$ cat src/rtl/id_ctrl_pipe.sv
// Control-word delay line from ID to execute/writeback with per-stage taps,
// stall/flush, and arbitration of the writeback slot between short and long ops.
module id_ctrl_pipe #(
    parameter int WIDTH     = 32,
    parameter int DEPTH     = 5,
    parameter int WB_STAGE  = 3,
    parameter int WE_BIT    = 0,
    parameter int CNT_WIDTH = 8
) (
    input  logic                   clk_i,
    input  logic                   reset_i,
    input  logic [WIDTH-1:0]       ctrl_i,
    input  logic                   valid_i,
    input  logic                   long_i,
    input  logic                   stall_i,
    input  logic [DEPTH-1:0]       flush_i,
    output logic [DEPTH*WIDTH-1:0] stage_ctrl_o,
    output logic [DEPTH-1:0]       stage_vld_o,
    output logic [WIDTH-1:0]       wb_ctrl_o,
    output logic                   wb_vld_o,
    output logic                   wb_long_o,
    output logic                   hazard_o,
    output logic [CNT_WIDTH-1:0]   hazard_cnt_o
);

    localparam int SI = WB_STAGE - 1;
    localparam int LI = WB_STAGE;
    localparam logic [CNT_WIDTH-1:0] CNT_MAX = '1;
    localparam logic [CNT_WIDTH-1:0] CNT_ONE = CNT_WIDTH'(1);

    logic [DEPTH-1:0][WIDTH-1:0] data_q;
    logic [DEPTH-1:0]            vld_q;
    logic [DEPTH-1:0]            lng_q;
    logic [CNT_WIDTH-1:0]        cnt_q;
    logic                        l_sel;
    logic                        s_sel;

    // Flush masks the word entering each stage, so it applies after the shift.
    always_ff @(posedge clk_i or posedge reset_i) begin
        if (reset_i) begin
            data_q <= '0;
            vld_q  <= '0;
            lng_q  <= '0;
            cnt_q  <= '0;
        end else begin
            if (!stall_i) begin
                data_q[0] <= ctrl_i;
                vld_q[0]  <= valid_i & ~flush_i[0];
                lng_q[0]  <= long_i;
                for (int k = 1; k < DEPTH; k++) begin
                    data_q[k] <= data_q[k-1];
                    vld_q[k]  <= vld_q[k-1] & ~flush_i[k];
                    lng_q[k]  <= lng_q[k-1];
                end
            end else begin
                vld_q <= vld_q & ~flush_i;
            end
            if (hazard_o && !stall_i && cnt_q != CNT_MAX) begin
                cnt_q <= cnt_q + CNT_ONE;
            end
        end
    end

    for (genvar g = 0; g < DEPTH; g++) begin : g_tap
        assign stage_ctrl_o[g*WIDTH +: WIDTH] = vld_q[g] ? data_q[g] : '0;
    end

    assign stage_vld_o  = vld_q;
    assign hazard_cnt_o = cnt_q;

    assign l_sel    = vld_q[LI] & lng_q[LI] & data_q[LI][WE_BIT];
    assign s_sel    = vld_q[SI] & ~lng_q[SI];
    assign hazard_o = l_sel & s_sel & data_q[SI][WE_BIT];

    always_comb begin
        wb_ctrl_o = '0;
        wb_vld_o  = 1'b0;
        wb_long_o = 1'b0;
        if (l_sel) begin
            wb_ctrl_o = data_q[LI];
            wb_vld_o  = 1'b1;
            wb_long_o = 1'b1;
        end else if (s_sel) begin
            wb_ctrl_o = data_q[SI];
            wb_vld_o  = 1'b1;
        end
    end

endmodule

$ cat config.mk
export PLATFORM = sky130hd
export DESIGN_NAME = id_ctrl_pipe
export DESIGN_NICKNAME = d
export VERILOG_FILES = /design/src/rtl/id_ctrl_pipe.sv
export SDC_FILE = /design/constraint.sdc
export NUM_CORES = 1
export LEC_CHECK = 0
export BUFFER_PORTS_ARGS = -buffer_cell sky130_fd_sc_hd__buf_2
export CORE_UTILIZATION = 35
export DETAILED_ROUTE_END_ITERATION = 16
export SKIP_CTS_REPAIR_TIMING = 1
export SLEW_MARGIN = 15
export SYNTH_ARGS = -nofsm -noshare
export SYNTH_HDL_FRONTEND = slang
export SYNTH_SLANG_ARGS = --single-unit
$ cat constraint.sdc
create_clock -name clk_i -period 9.15 [get_ports clk_i]
set_clock_uncertainty 0.1 [all_clocks]
set_input_delay 0.4575 -clock clk_i [delete_from_list [all_inputs] [get_ports clk_i]]
set_output_delay 0.4575 -clock clk_i [all_outputs]
set_load 0.01 [all_outputs]
==> impl_metrics.yaml <==
floorplanning:
  core_area_um2: 22800
  start_util: 0.359
  dieArea_um2: 24000
  die_w_um: 155
  fp-row-count: 55
  fp.dieH_um: 155
  ios: 250
routing:
  post-route-drc-count: 0
  drt_iter0_markers: 192
  wirelength_um: 19800
  wl_per_cell_um: 16.0
  ant_nets: 0
  num_vias: 5655
  first_pass_iters: 4
  via_per_inst: 4.57
clock_network:
  cts.reportedPaths.clkPinSlew_ps: 70
  cts_sinks: 177
  numCtsBuffers: 17
  clkLatencyLatePin_ps: 430
  root_buffer: "clkbuf_16"
  cts_tree: "built"
  cts_buffer_depth: 2
  htreeDepth: 4
synthesis:
  synth.avg_cell_area_um2: 12.0
  synth_fp_nets: 725
  synth_commonest_cells: "dfrtp_1, mux2_2, and2_1"
  synth-xor-area-share: 0.00750
  ys.flop_type: "dfrtp_1"
  synth-edff-count: 0
  synthAdderAreaFrac: 0.00153
  synth_mux_area_frac: 0.234
  yosys.area_share.simple: 0.169
  netlist_top_cells_area: "dfrtp_1, mux2_2, and2_1, nand2_1, o21ai_0"
  async_flop_share: 1.00
  synth_compound_area_frac: 0.0216
  ys.warnings.count: 0
  synth_top_family_by_area: "multiplexers"
  yosysMostFrequentCell: "dfrtp_1"
  syn_inst: 682
  yosysTopAreaCellShare: 0.542
  synth_area_leader_cell: "dfrtp_1"
  synth_area_um2: 8170
  synth-seq-area-share: 0.542
  ys_types: 26
  synth_seq_cells: 177
sta:
  slew_viol_final: 0
  slew_headroom: 0.299
  fin_crit_ps: 3000
  grt_setup_unrepaired: "no"
  setup_slack_ps: 6150
  hold_viol_final: 0
  fin_setup_tns_ps: 0
  fmax_ghz: 0.334
  worstMarginPinSlew_ps: 1050
  setup_viol: 0
  fin_crit_sh: 0.328
pwr:
  p_sw_w: 0.000514
  swShare: 0.265
  p_leak_nw: 5.09
  power.internal_w: 0.00142
  p_seq_frac: 0.532
  irDropWorstVdd_mv: 0.100
  powerDensity_nw_per_um2: 189
  pwr-share-clk: 0.352
  comb_power_share: 0.116
layout:
  nNetsFinal: 954
  nFillCells: 2212
  final_cells: 1237
  stdcell_area_um2: 10200
  syn2layout_area_growth_pct: 25.2
  layout-drive-gt1-share: 0.498
global_route:
  met1_usage: 0.221
  antenna_found_initial: 1
  grt_pass1_wl_um: 30900
  met3_usage: 0.0451
  track_usage: 0.167
  gr-usage-met2: 0.266
  grt_busiest_layer: "met2"
  grt.overflow.total: 0
  grt_pass1_vias: 5534
  grt_max_degree: 109
worst_setup_path:
  r2r_cells: 5
  crit_path_end_kind: "primary output"
  crit_type: "reg -> out"
  arrival_ps: 2440
  cp-start-kind: "flip-flop"
  required_ps: 8590
  worstPathMaxFanout: 66
placement:
  dp_cells: 1205
  dp_hpwl_um: 12900
  io_buffers: 249
  place_area_um2: 9680
  dp_slack_ps: 6010
  globalplace.congestion: 0.753
status:
  status: "completed"
flow_run:
  maxCapViolations: 0
worst_hold_path:
  hp-class: "in -> async"
cells in the final DEF, fill, tap and decap left out, types with 6 or more instances in the layout:
cell type / instances
buf_2: 248
dfrtp_1: 177
mux2_2: 165
and2_1: 159
nand2_1: 67
o21ai_0: 31
clkbuf_16: 17
nor2_1: 9
buf_4: 6
worst paths after layout:
check	from	endpoint	slack, ps
setup / recovery	data_q[96]	wb_ctrl_o[17]	6150
hold reg to reg	data_q[129]	data_q[129]	400
hold / removal	reset_i	data_q[27]	40
min in group clk_i	flush_i[1]	stage_vld_o[1]	80
max in group asynchronous	reset_i	data_q[150]	7460
setup reg to reg	data_q[96]	hazard_cnt_o[1]	6790
per-stage QoR:
step | utilization | hold slack, ps | power, W
final | 0.449 | 37.2 | 0.00194
after global routing | 0.449 | 64.4 | 0.00204
after CTS | 0.449 | 51.0 | 0.00197
after detailed placement | 0.425 | 388 | 0.00128
after global placement | 0.425 | 380 | 0.00126
after floorplan | - | 371 | 0.00119
sequential cells by signal, indices dropped and copies added (netlist names):
| register | flops |
|---|---|
| lng_q | 4 |
| hazard_cnt_o | 8 |
| stage_vld_o | 5 |
| data_q | 160 |
power by group through the flow:
stage | Sequential, W | Combinational [W] | Clock [W]
floorplan | 0.00101 | 0.000183 | 0
global placement | 0.00104 | 0.000222 | 0
detailed placement | 0.00105 | 0.000228 | 0
CTS | 0.00103 | 0.000229 | 0.000709
global route | 0.00106 | 0.000247 | 0.000740
finish | 0.00103 | 0.000224 | 0.000683
metal layers:
layer / vias to the layer above / part of all wire
met3: 18 / 0.045
met4: 0 / 0.015
met5: - / 0
met1: 2775 / 0.47
met2: 133 / 0.47
li1: 2729 / -
logic make-up (layout without fill, tap and decap cells):
group / after synthesis / after routing
xor+xnor: 7 / 7
fa+ha+maj: 1 / 1
buf+inv: 48 / 289
compound gates: 32 / 32
mux: 170 / 170
flops: 177 / 177
simple gates: 247 / 247
other cells: 0 / 1
cell type report:
type / instances / area, µm² / area share
clock buffers: 19 / 443 / 0.0433
well taps: 313 / 392 / 0.0383
flip-flops and latches: 177 / 4430 / 0.433
diodes: 1 / 2.50 / 0.000245
inverters: 3 / 20.0 / 0.00196
multi-input cells: 457 / 3550 / 0.347
repair buffers: 255 / 1300 / 0.127
clock inverters: 12 / 101 / 0.00991
critical path, cell delays in order, from the launching register on:
cell      delay [ps]
dfrtp_1          380
and2_4           170
nand2_2          100
clkinv_2         660
o21ai_0          490
buf_2            190
Note: power is estimated with default switching activity, not from simulation.
